===== src/rtl/rle_pkg.sv =====
// Shared types and sizing helpers for the run-length encoder.
// Optional statistics outputs are enabled with the RLE_STATS_EN macro.
package rle_pkg;

    typedef enum logic [1:0] {
        ST_IDLE  = 2'd0,
        ST_RUN   = 2'd1,
        ST_FLUSH = 2'd2
    } rle_state_t;

    localparam int DEF_DATA_W = 8;
    localparam int DEF_CNT_W  = 4;

    // Longest run a single pair can describe; count 0 is never used.
    function automatic int max_run(input int cnt_w);
        return (1 << cnt_w) - 1;
    endfunction

endpackage


===== src/rtl/rle_out_reg.sv =====
// One-deep valid/ready holding register for a {data, count, last} pair.
// Fields hold steady while the pair waits for the consumer.
module rle_out_reg
    import rle_pkg::*;
#(
    parameter int DATA_W = DEF_DATA_W,
    parameter int CNT_W  = DEF_CNT_W
) (
    input  logic              CLK,
    input  logic              RST_N,
    input  logic              i_load,
    input  logic [DATA_W-1:0] i_data,
    input  logic [CNT_W-1:0]  i_cnt,
    input  logic              i_last,
    input  logic              i_ready,
    output logic              o_valid,
    output logic [DATA_W-1:0] o_data,
    output logic [CNT_W-1:0]  o_cnt,
    output logic              o_last,
    output logic              o_free
);

    logic              r_valid;
    logic [DATA_W-1:0] r_data;
    logic [CNT_W-1:0]  r_cnt;
    logic              r_last;

    // NOTE: state registers use non-blocking assignments so every flop samples pre-edge values.
    always_ff @(posedge CLK or negedge RST_N) begin
        if (!RST_N) begin
            r_valid <= 1'b0;
            r_data  <= '0;
            r_cnt   <= '0;
            r_last  <= 1'b0;
        end else if (i_load) begin
            r_valid <= 1'b1;
            r_data  <= i_data;
            r_cnt   <= i_cnt;
            r_last  <= i_last;
        end else if (i_ready) begin
            r_valid <= 1'b0;
        end
    end

    assign o_valid = r_valid;
    assign o_data  = r_data;
    assign o_cnt   = r_cnt;
    assign o_last  = r_last;
    assign o_free  = !r_valid || i_ready;

endmodule


===== src/rtl/run_length_encoder.sv =====
// Run-length encoder: folds a byte stream into (symbol, count) pairs on a valid/ready link.
// Define RLE_STATS_EN to add stat_bytes / stat_pairs debug counters.
module run_length_encoder
    import rle_pkg::*;
#(
    parameter int DATA_W = DEF_DATA_W,
    parameter int CNT_W  = DEF_CNT_W
) (
    input  logic              CLK,
    input  logic              RST_N,
    input  logic              din_valid,
    input  logic [DATA_W-1:0] din,
    input  logic              din_last,
    output logic              din_ready,
    output logic              dout_valid,
    output logic [DATA_W-1:0] data_dout,
    output logic [CNT_W-1:0]  data_cout,
    output logic              dout_last,
    input  logic              dout_ready
`ifdef RLE_STATS_EN
   ,output logic [15:0]       stat_bytes,
    output logic [15:0]       stat_pairs
`endif
);

    localparam logic [CNT_W-1:0] MAX_RUN = CNT_W'(max_run(CNT_W));
    localparam logic [CNT_W-1:0] CNT_ONE = CNT_W'(1);

    rle_state_t        r_state;
    logic [DATA_W-1:0] r_run_sym;
    logic [CNT_W-1:0]  r_run_cnt;

    rle_state_t        w_state_nxt;
    logic [DATA_W-1:0] w_sym_nxt;
    logic [CNT_W-1:0]  w_cnt_nxt;
    logic              w_emit;
    logic [DATA_W-1:0] w_emit_data;
    logic [CNT_W-1:0]  w_emit_cnt;
    logic              w_emit_last;
    logic              w_out_free;
    logic              w_accept;

    // Refuse input while flushing or while the pending pair cannot move on.
    assign din_ready = RST_N && (r_state != ST_FLUSH) && w_out_free;
    assign w_accept  = din_valid && din_ready;

    // NOTE: every output of this block is given a default first, so no path leaves one unassigned and no latch is inferred.
    always_comb begin
        w_state_nxt = r_state;
        w_sym_nxt   = r_run_sym;
        w_cnt_nxt   = r_run_cnt;
        w_emit      = 1'b0;
        w_emit_data = r_run_sym;
        w_emit_cnt  = r_run_cnt;
        w_emit_last = 1'b0;

        case (r_state)
            ST_IDLE: begin
                if (w_accept) begin
                    w_sym_nxt = din;
                    w_cnt_nxt = CNT_ONE;
                    if (din_last) begin
                        w_emit      = 1'b1;
                        w_emit_data = din;
                        w_emit_cnt  = CNT_ONE;
                        w_emit_last = 1'b1;
                    end else begin
                        w_state_nxt = ST_RUN;
                    end
                end
            end
            ST_RUN: begin
                if (w_accept) begin
                    if ((din == r_run_sym) && (r_run_cnt < MAX_RUN)) begin
                        w_cnt_nxt = r_run_cnt + CNT_ONE;
                        if (din_last) begin
                            w_emit      = 1'b1;
                            w_emit_cnt  = r_run_cnt + CNT_ONE;
                            w_emit_last = 1'b1;
                            w_state_nxt = ST_IDLE;
                        end
                    end else begin
                        // New symbol or saturated count: close the current run, open a run of 1.
                        w_emit    = 1'b1;
                        w_sym_nxt = din;
                        w_cnt_nxt = CNT_ONE;
                        if (din_last) begin
                            w_state_nxt = ST_FLUSH;
                        end
                    end
                end
            end
            ST_FLUSH: begin
                if (w_out_free) begin
                    w_emit      = 1'b1;
                    w_emit_cnt  = CNT_ONE;
                    w_emit_last = 1'b1;
                    w_state_nxt = ST_IDLE;
                end
            end
            default: begin
                w_state_nxt = ST_IDLE;
            end
        endcase
    end

    always_ff @(posedge CLK or negedge RST_N) begin
        if (!RST_N) begin
            r_state   <= ST_IDLE;
            r_run_sym <= '0;
            r_run_cnt <= '0;
        end else begin
            r_state   <= w_state_nxt;
            r_run_sym <= w_sym_nxt;
            r_run_cnt <= w_cnt_nxt;
        end
    end

    rle_out_reg #(
        .DATA_W (DATA_W),
        .CNT_W  (CNT_W)
    ) u_out_reg (
        .CLK     (CLK),
        .RST_N   (RST_N),
        .i_load  (w_emit),
        .i_data  (w_emit_data),
        .i_cnt   (w_emit_cnt),
        .i_last  (w_emit_last),
        .i_ready (dout_ready),
        .o_valid (dout_valid),
        .o_data  (data_dout),
        .o_cnt   (data_cout),
        .o_last  (dout_last),
        .o_free  (w_out_free)
    );

`ifdef RLE_STATS_EN
    logic [15:0] r_stat_bytes;
    logic [15:0] r_stat_pairs;

    always_ff @(posedge CLK or negedge RST_N) begin
        if (!RST_N) begin
            r_stat_bytes <= '0;
            r_stat_pairs <= '0;
        end else begin
            if (w_accept) begin
                r_stat_bytes <= r_stat_bytes + 16'd1;
            end
            if (dout_valid && dout_ready) begin
                r_stat_pairs <= r_stat_pairs + 16'd1;
            end
        end
    end

    assign stat_bytes = r_stat_bytes;
    assign stat_pairs = r_stat_pairs;
`endif

endmodule


===== config.mk =====
export PLATFORM = sky130hd
export DESIGN_NAME = run_length_encoder
export DESIGN_NICKNAME = d
export VERILOG_FILES = /design/src/rtl/rle_pkg.sv /design/src/rtl/rle_out_reg.sv /design/src/rtl/run_length_encoder.sv
export SDC_FILE = /design/constraint.sdc
export NUM_CORES = 1
export LEC_CHECK = 0
export CAP_MARGIN = 20
export CORE_ASPECT_RATIO = 1.1
export CORE_UTILIZATION = 46
export CTS_CLUSTER_SIZE = 28
export DETAILED_ROUTE_END_ITERATION = 16
export PLACE_DENSITY = 0.76
export SYNTH_ARGS = -nofsm -noshare
export SYNTH_HDL_FRONTEND = slang
export SYNTH_SLANG_ARGS = --single-unit

===== constraint.sdc =====
create_clock -name CLK -period 2.07 [get_ports CLK]
set_clock_uncertainty 0.2 [all_clocks]
set_input_delay 0.414 -clock CLK [delete_from_list [all_inputs] [get_ports CLK]]
set_output_delay 0.414 -clock CLK [all_outputs]
set_load 0.005 [all_outputs]

# Yosys cells after proc, flatten, opt, wreduce, memory -nomap -nowiden
# Index checks and enable logic that the tools add are counted.
# totals
elab_cells	68
ff_bits	28
output_inout_bits	15
# op_classes
order_cmp	1
add_sub_neg	1
n_reduce_logical	12
muxes	37
eq_ne	10
# ops
operator	n
two-way mux 8 bit	6
two-way mux 4 bit	9
one-hot mux 8 bit (2 select lines)	1
two-way mux 2 bit	7
inequality test 2 bit, second input constant	7
one-hot mux 4 bit (3 select lines)	1
two-way mux 1 bit	9
equality test 8 bit	1
one-hot mux 4 bit (2 select lines)	1
one-hot mux 1 bit (3 select lines)	2
one-hot mux 2 bit (3 select lines)	1
AND reduction 5 bit	1
adder 4 x 1 -> 4 bit, second input constant	1
logical AND 1 bit	4
< comparator 4 bit, second input constant	1
AND reduction 4 bit	1
nonzero test 2 bit	2
AND reduction 3 bit	1
equality test 2 x 1 -> 1 bit, second input constant	1
equality test 2 bit, second input constant	1
logical NOT 2 bit	1
logical NOT 1 bit	1
logical OR 1 bit	1

# Longest topological paths before layout
# Gate-level depths: netlist of run 1.
# depth
ltp_word	7
depth_mapped	8
mapped_depth_nobuf	7

# Hierarchy
# From an unflattened synthesis of run 1, not the netlist that was laid out.
# unflattened
cells_unflattened	134
area_unflattened_um2	1564.0
# modules_own_cells
module	cells_per_inst	n_inst	area_per_inst_um2	seq_area_each_um2
run_length_encoder	104	1	1043.5	350.3
rle_out_reg	30	1	520.5	350.3

# Least setup slack after synthesis of run 1
# No wires, ideal clock.
# synth_path
path_kind	reg-to-reg
startpoint	reg r_run_cnt[0]
endpoint	reg u_out_reg.r_cnt[3], in the netlist u_out_reg.o_cnt[3]
path_stages_with_launch	8
arrival_time_ns	1.806
setup_slack_ns	-0.012
synth_period_minus_slack_ns	2.082
path_buffers	0
path_cell_list	dfrtp_1 ha_1 nand3_1 nand3_1 or3_4 or3_1 xor2_1 o21ai_1
# synth_via
elab_chain_len	5
word_cells_on_any_way	10
classes_between	add/sub: 1; order compare: 1; mux: 7; reduce/logical: 1
# synth_lines
item	line_no	source
start, declared	run_length_encoder.sv:31	logic [CNT_W-1:0] r_run_cnt;
start signal, assigned	run_length_encoder.sv:115	r_run_cnt <= w_cnt_nxt;
adder 4 x 1 -> 4 bit / < comparator 4 bit (equally long branches)	run_length_encoder.sv:78, run_length_encoder.sv:74	
two-way mux 4 bit / logical AND 1 bit (equally long branches)	run_length_encoder.sv:76, run_length_encoder.sv:74	
two-way mux 4 bit / two-way mux 1 bit (equally long branches)	run_length_encoder.sv:74	if ((din == r_run_sym) && (r_run_cnt < MAX_RUN)) begin
two-way mux 4 bit / two-way mux 1 bit (equally long branches)	run_length_encoder.sv:73	if (w_accept) begin
one-hot mux 4 bit (3 select lines) / one-hot mux 1 bit (3 select lines) (equally long branches)	run_length_encoder.sv:57	case (r_state)
end signal, assigned	rle_out_reg.sv:38	r_cnt <= i_cnt;
end, declared	rle_out_reg.sv:25	logic [CNT_W-1:0] r_cnt;
# Parallel ways exist; a longest one is shown, timed or not.
# A chain may end at the register's enable or synchronous reset.

# Worst setup path in the final report of run 1
# layout_path
startpoint	reg r_run_sym[6]
endpoint	reg u_out_reg.r_cnt[3], in the netlist u_out_reg.o_cnt[3]
# layout_via
elab_chain_len	5
word_cells_on_any_way	8
classes_between	eq/ne: 1; mux: 6; reduce/logical: 1
# layout_lines
item	line_no	source
start, declared	run_length_encoder.sv:30	logic [DATA_W-1:0] r_run_sym;
start signal, assigned	run_length_encoder.sv:114	r_run_sym <= w_sym_nxt;
equality test 8 bit (*)	run_length_encoder.sv:74	
logical AND 1 bit (*)	run_length_encoder.sv:74	
two-way mux 4 bit / two-way mux 1 bit (equally long branches)	run_length_encoder.sv:74	
two-way mux 4 bit / two-way mux 1 bit (equally long branches)	run_length_encoder.sv:73	
one-hot mux 4 bit (3 select lines) / one-hot mux 1 bit (3 select lines) (equally long branches)	run_length_encoder.sv:57	
# Mark *: on every way between the ends. The rest lies on a longest branch, timed or not.

==> results of run 1 <==
==> through the flow <==
step | total power, mW | hold WS [ns] | std cells | worst slack [ns] | util, %
finish | 1.85 | 0.0492 | 238 | -0.0803 | 74.4
global route | 1.94 | 0.0499 | 238 | -0.143 | 74.4
CTS | 1.67 | 0.0232 | 233 | -0.00682 | 67.7
detailed placement | 1.39 | 0.271 | 227 | -0.471 | 65.8
global placement | 1.36 | 0.263 | 227 | -0.424 | 65.8
floorplan | 1.03 | -0.0816 | 140 | 0.0219 | -
==> power groups by stage <==
| stage | Clock (mW) | Combinational [mW] | Sequential (mW) |
|---|---|---|---|
| after detailed placement | 0 | 0.605 | 0.790 |
| after global placement | 0 | 0.591 | 0.774 |
| final | 0.280 | 0.762 | 0.809 |
| after global routing | 0.307 | 0.817 | 0.820 |
| after CTS | 0.277 | 0.611 | 0.781 |
| after floorplan | 0 | 0.249 | 0.777 |
==> worst max-delay path by stage <==
stage                                           end  slack, ns
floorplan            u_out_reg.o_cnt[3]$_DFFE_PN0P_       0.02
global placement    u_out_reg.o_data[1]$_DFFE_PN0P_      -0.42
detailed placement  u_out_reg.o_data[5]$_DFFE_PN0P_      -0.47
CTS                  u_out_reg.o_cnt[2]$_DFFE_PN0P_     -0.007
global route         u_out_reg.o_cnt[3]$_DFFE_PN0P_      -0.14
finish               u_out_reg.o_cnt[3]$_DFFE_PN0P_      -0.08
==> cell type report <==
type                       count  area, um2
timing repair buffer          65        604
clock buffer                   4       36.3
inverter                       2       7.51
tap                           34       42.5
sequential                    28        702
multi-input combinational    105        856
fill                         200        773
==> kinds of logic (layout without fill, tap and decap cells) <==
family | count (synthesis) | count (layout)
buffers and inverters | 7 | 71
adders and majority gates | 2 | 2
muxes | 18 | 18
DFF | 28 | 28
xor gates and xnor gates | 10 | 10
and+or+nand+nor | 48 | 48
AOI/OAI and AO/OA | 27 | 27
==> flip-flops by register name, summed over array words and instances (netlist names) <==
register	cells
u_out_reg.o_last	1
u_out_reg.o_cnt	4
r_run_sym	8
u_out_reg.o_data	8
r_run_cnt	4
r_state	2
u_out_reg.o_valid	1
==> routing by layer <==
layer / vias to the layer above / part of all wire (%) / global-route usage (%)
li1: 629 / - / -
met4: 0 / 3.9 / 10.7
met2: 61 / 53 / 41.1
met3: 17 / 4.8 / 4.20
met5: - / 0 / 0
met1: 664 / 38 / 27.6
==> critical path, cell delays in order, from the launching register on <==
cell     delay, ns
dfrtp_1       0.46
xnor2_1       0.24
nand3_2       0.12
or3_4         0.39
or3_4         0.39
xor2_1        0.15
o21ai_1       0.13
==> what timing repair did <==
action                     4_1_cts  5_1_grt
pin swaps                        6       18
gates cloned                     0        2
resized for setup               15       43
setup endpoints to repair       16       18
buffers inserted                 2        3
==> placed cells by master (no fill, tap or decap), drive strengths merged, types with 4 or more instances in the layout <==
master,n
clkbuf,6
mux2,8
xnor2,8
clkdlybuf4s50,17
nand3,7
mux2i,10
nor2,6
dfrtp,28
nand2,18
dlygate4sd2,10
nand2b,5
nand4,4
o21ai,13
buf,36
==> implementation parameters, run 1 <==
Parameter                              Value

Outcome
  Result of the run ... complete, but fails checks
  Violations in the final reports ... setup timing

Yosys
  Count of synthesis-stage warnings from yosys ... 0
  Cell area after synthesis ... 1460 um2
  Most frequent cell after synthesis ... dfrtp_1
  Number of synthesized register bits ... 28
  Synthesized area per cell ... 10.4 um2
  Synth area leader ... dfrtp_1
  Cell count after synthesis ... 140
  Most numerous cell types in the synthesized netlist ... dfrtp_1, nand2_1, o21ai_0
  Post-synth EDFFs ... 0
  Synthesized Nets ... 155
  Number of unique standard cell types used by synthesis ... 33
  Area share of fa/ha/maj cells after synthesis ... 1.72%
  Share of flip-flops with an asynchronous set or reset after synthesis ... 100%
  Main synth FF type ... dfrtp_1
  Largest family of logic cells by synthesized area ... simple AND/OR/NAND/NOR gates
  Area share of and/or/nand/nor cells after synthesis ... 16.8%
  Area fraction in compound gates after synthesis ... 12.3%
  Xor and xnor area share after synthesis ... 6.00%
  Post-synthesis sequential area ratio ... 48.0%
  Share of the synthesized area in the top cell type ... 48.0%
  Mux contribution to synthesized area ... 13.0%
  Top post-synthesis cells by area ... dfrtp_1, mux2i_1, mux2_2, xnor2_1, nand2_1

Worst setup path
  CP Class ... flop to flop
  Worst EP required ... 2.15 ns
  Worst setup slack for register-to-register paths ... -0.08 ns
  Arrival time at the worst endpoint ... 2.23 ns
  Startpoint class of the critical path ... flop
  Startpoint of the worst register-to-register path ... r_run_sym[6]$_DFFE_PN0P_
  Max FO, Critical Path ... 3
  Start point of the critical path ... r_run_sym[6]$_DFFE_PN0P_
  Capture instance of the worst register-to-register path ... u_out_reg.o_cnt[3]$_DFFE_PN0P_
  Logic depth of the worst register-to-register path ... 6
  Critical path endpoint category ... flop

Route
  Residual DRC count ... 0
  Total Wirelength ... 4350 um
  Antenna viol nets, final ... 0
  Initial DRC count ... 49
  Average wire per cell in the routed design ... 18.3 um
  Via density ... 5.76
  Via count ... 1371
  Detailed-router iteration count before antenna repair ... 4

GRT
  Aggregate global routing overflow ... 0
  Via count of the first global-routing pass ... 1283
  GRT Total Usage ... 23.0%
  Largest net degree at the start of global routing ... 22
  Antenna violations before repair ... 0
  First-pass GRT wire length ... 5900 um

Timing
  Post-route fraction of the period consumed by the critical path ... 104%
  Measured slew at the worst slew-check pin ... 0.280 ns
  Fmax ... 465 MHz
  Max-slew violation total from the final report ... 0
  Final Hold Viols ... 0
  Final setup violation count ... 12
  Slew margin rel. ... 81.4%
  Post-route worst setup slack ... -0.0803 ns
  Unrepaired setup endpoints after global routing ... yes
  Setup TNS ... -0.432 ns
  Min Clock Period, post-route ... 2.15 ns

Power and ir drop
  Power share of the clock group ... 15.1%
  Cell-internal power ... 1.25 mW
  Static power due to leakage ... 0.998 nW
  Power per unit of standard cell area ... 823 nW/um2
  Sw Ratio ... 32.6%
  Reg power frac ... 43.7%
  VDD IR-drop max ... 0.752 mV
  Combinational share of power ... 41.2%
  Power dissipated by switching net loads ... 0.603 mW

Layout
  Area growth syn-to-layout ... 54.1%
  Final standard cell area without fillers ... 2250 um2
  Fraction of final layout cells sized beyond drive strength 1 ... 40.2%
  Diode insertion count for antenna repair ... 0
  Layout net count ... 220

Floorplan
  Die height ... 61.1 um
  Die outline area ... 3400 um2
  Starting utilization of the core area ... 48.3%
  Ports ... 28
  Std cell rows ... 21
  Core box area ... 3020 um2
  Die X ... 55.7 um

Clock network
  Number of buffers added to fix hold violations after cts ... 0
  Root Buffer Master ... clkbuf_4
  Maximum clock path buffer count ... 2
  Worst-Skew Late Latency ... 0.35 ns
  TritonCTS clock tree ... built
  Clock Sink Count ... 28
  Clock transition time at the flip-flop clock pins of the worst setup and hold paths ... 0.16 ns
  # H-tree levels ... 1
  CTS Buf Count ... 3

Placement
  Count of buffers inserted at the top-level ports ... 27
  DP HPWL ... 2680 um
  Final weighted congestion in routability-driven placement ... 0.866
  Total cell area at the placement stage ... 1990 um2

Min path
  Hold Crit Class ... primary input to async pin

Flow run
  Max capacitance violation total ... 0
(Power assumes the default switching activity.)
==> run 2: changes to the inputs <==
Settings changed: CELL_PAD_IN_SITES_DETAIL_PLACEMENT set to 1, CELL_PAD_IN_SITES_GLOBAL_PLACEMENT set to 1, CORE_UTILIZATION 46 to 35, PLACE_DENSITY 0.76 to 0.75.
==> run 2 against run 1 <==
The flow still finishes with violations (setup timing). Sequential power down 2.5%. Via count up 1.0%. Wire length is 8.3% higher. Power rose by 5.7%. Utilization decreased by 17 points. Clock-buffer cell count down 1. Final cell count is 9.7% higher. Die area is 30% higher. Sequential share of layout area shrank 0.63 points. Sequential cell count did not move. Critical path type unchanged.
==> implementation parameters, run 2 (same netlist as run 1, synthesis figures left out) <==
Parameter                              Value

Clock network
  Worst-Skew Late Latency ... 0.28 ns
  Clock Sink Count ... 28
  TritonCTS clock tree ... built
  # H-tree levels ... 1
  CTS Buf Count ... 3
  Clock transition time at the flip-flop clock pins of the worst setup and hold paths ... 0.10 ns
  Maximum clock path buffer count ... 2
  Root Buffer Master ... clkbuf_8

Timing
  Max-slew violation total from the final report ... 0
  Unrepaired setup endpoints after global routing ... yes
  Final setup violation count ... 5
  Post-route worst setup slack ... -0.0612 ns
  Slew margin rel. ... 79.7%
  Fmax ... 469 MHz
  Min Clock Period, post-route ... 2.13 ns
  Measured slew at the worst slew-check pin ... 0.304 ns
  Final Hold Viols ... 0
  Final hold slack ... 0.149 ns
  Setup TNS ... -0.178 ns
  Post-route fraction of the period consumed by the critical path ... 103%

Layout
  Layout net count ... 225
  Commonest cells after routing, fill and taps aside ... buf_4, dfrtp_1, clkdlybuf4s50_1
  Diode insertion count for antenna repair ... 0
  Fraction of final layout cells sized beyond drive strength 1 ... 38.3%
  Final-layout fill cell count ... 449
  Area taken by flip-flops and latches ... 702 um2
  Combined area of the multi-input logic cells ... 843 um2
  Most frequent standard cell in the layout excluding fill and tap cells ... buf_4
  Area growth syn-to-layout ... 57.3%

Placement
  Count of buffers inserted at the top-level ports ... 27
  Final weighted congestion in routability-driven placement ... 0.856
  DP HPWL ... 3170 um

Worst setup path
  CP top delay family ... simple AND/OR/NAND/NOR gates
  Start point of the critical path ... r_run_sym[7]$_DFFE_PN0P_
  Critical Path Max Stage Delay ... 0.44 ns
  CP Class ... flop to flop
  Cells along the critical path ... xnor2_2 -> nand4_1 -> or3_4 -> or3_1 -> xor2_1 -> o21ai_1
  Critical path endpoint category ... flop
  Critical Path Sink ... u_out_reg.o_cnt[3]$_DFFE_PN0P_
  Arrival time at the worst endpoint ... 2.13 ns
  Worst EP required ... 2.07 ns
  Startpoint class of the critical path ... flop
  Count of buffering cells on the critical path with inverters included ... 0
  Worst setup slack for register-to-register paths ... -0.06 ns
  Startpoint of the worst register-to-register path ... r_run_sym[7]$_DFFE_PN0P_
  Critical Path Stages ... 6
  Max FO, Critical Path ... 3
  Logic depth of the worst register-to-register path ... 6
  Capture instance of the worst register-to-register path ... u_out_reg.o_cnt[3]$_DFFE_PN0P_
  Critical path's slowest cell ... or3_4

Power and ir drop
  Sw Ratio ... 30.0%
  VDD IR-drop max ... 0.439 mV
  Power per unit of standard cell area ... 853 nW/um2
  Power share of the clock group ... 22.4%
  Reg power frac ... 40.3%
  Cell-internal power ... 1.37 mW
  Power dissipated by switching net loads ... 0.588 mW
  Static power due to leakage ... 1.02 nW
  Combinational share of power ... 37.3%

Floorplan
  Die X ... 63.6 um
  Std cell rows ... 24
  Core box area ... 3960 um2
  Die outline area ... 4430 um2
  Starting utilization of the core area ... 36.8%
  Ports ... 28
  Die height ... 69.7 um

Route
  Detailed-router iteration count before antenna repair ... 4
  Total Wirelength ... 4710 um
  Via count ... 1385
  Average wire per cell in the routed design ... 18.0 um
  Initial DRC count ... 59
  Via density ... 5.31
  Antenna viol nets, final ... 0
  Residual DRC count ... 0

Outcome
  Result of the run ... complete, but fails checks
  Violations in the final reports ... setup timing

GRT
  Via count of the first global-routing pass ... 1536
  Largest net degree at the start of global routing ... 19
  First-pass GRT wire length ... 7390 um
  GRT Total Usage ... 21.9%
  Antenna violations before repair ... 0
  Aggregate global routing overflow ... 0

Flow run
  Max capacitance violation total ... 0

Min path
  Hold Crit Class ... primary input to async pin
-- run 2: how the worst min path moves through the flow --
stage          cells after the start  slack, ns                         endpoint
2_1_floorplan                      0      -0.08         r_run_cnt[0]$_DFFE_PN0P_
3_3_place_gp                       2       0.26  u_out_reg.o_data[7]$_DFFE_PN0P_
3_5_place_dp                       2       0.27  u_out_reg.o_data[1]$_DFFE_PN0P_
4_1_cts                            2       0.11           r_state[1]$_DFFE_PN0P_
5_1_grt                            2       0.17           r_state[1]$_DFFE_PN0P_
6_report                           2       0.15           r_state[1]$_DFFE_PN0P_
-- run 2: worst reg2reg max path, cell delays in order, from the launching register on --
cell and delay [ns]:
dfrtp_1 0.43, xnor2_2 0.18, nand4_1 0.15, or3_4 0.44, or3_1 0.37, xor2_1 0.15
o21ai_1 0.14
-- run 2: routing by layer --
layer	up-vias	GRT usage (%)	routed length, um
met4	0	10.4	136
met5	-	0	0
met2	29	40.2	2500
li1	642	-	-
met1	700	25.2	1980
met3	14	1.81	96
-- run 2: power groups by stage --
stage               registers [mW]  clock network, mW  logic (mW)
finish                       0.789              0.438       0.730
global route                 0.808              0.467       0.786
CTS                          0.778              0.443       0.684
detailed placement           0.786                  0       0.629
global placement             0.773                  0       0.605
floorplan                    0.777                  0       0.249
-- run 2: area by class of cell --
class,count,area share (%)
Multi-Input combinational cell,105,36.8
Tap cell,52,2.84
Sequential cell,28,30.6
Timing Repair Buffer,70,26.4
Clock inverter,1,1.31
Clock buffer,3,1.80
Inverter,2,0.327
-- run 2: stage by stage --
| step | instances | util (%) | setup WS [ns] | area (um2) | power (mW) |
|---|---|---|---|---|---|
| floorplan | 140 | - | 0.0219 | 1460 | 1.03 |
| global placement | 250 | 51.6 | -0.479 | 2050 | 1.38 |
| detailed placement | 250 | 51.6 | -0.587 | 2050 | 1.41 |
| CTS | 260 | 55.7 | 0.00186 | 2210 | 1.91 |
| global route | 261 | 57.9 | -0.0820 | 2290 | 2.06 |
| finish | 261 | 57.9 | -0.0612 | 2290 | 1.96 |
-- run 2: what timing repair did --
item	in CTS	in global routing
pin swaps	11	8
hold buffers	0	0
buffers inserted	6	2
gates cloned	1	0
resized for setup	27	25
setup endpoints to repair	22	21
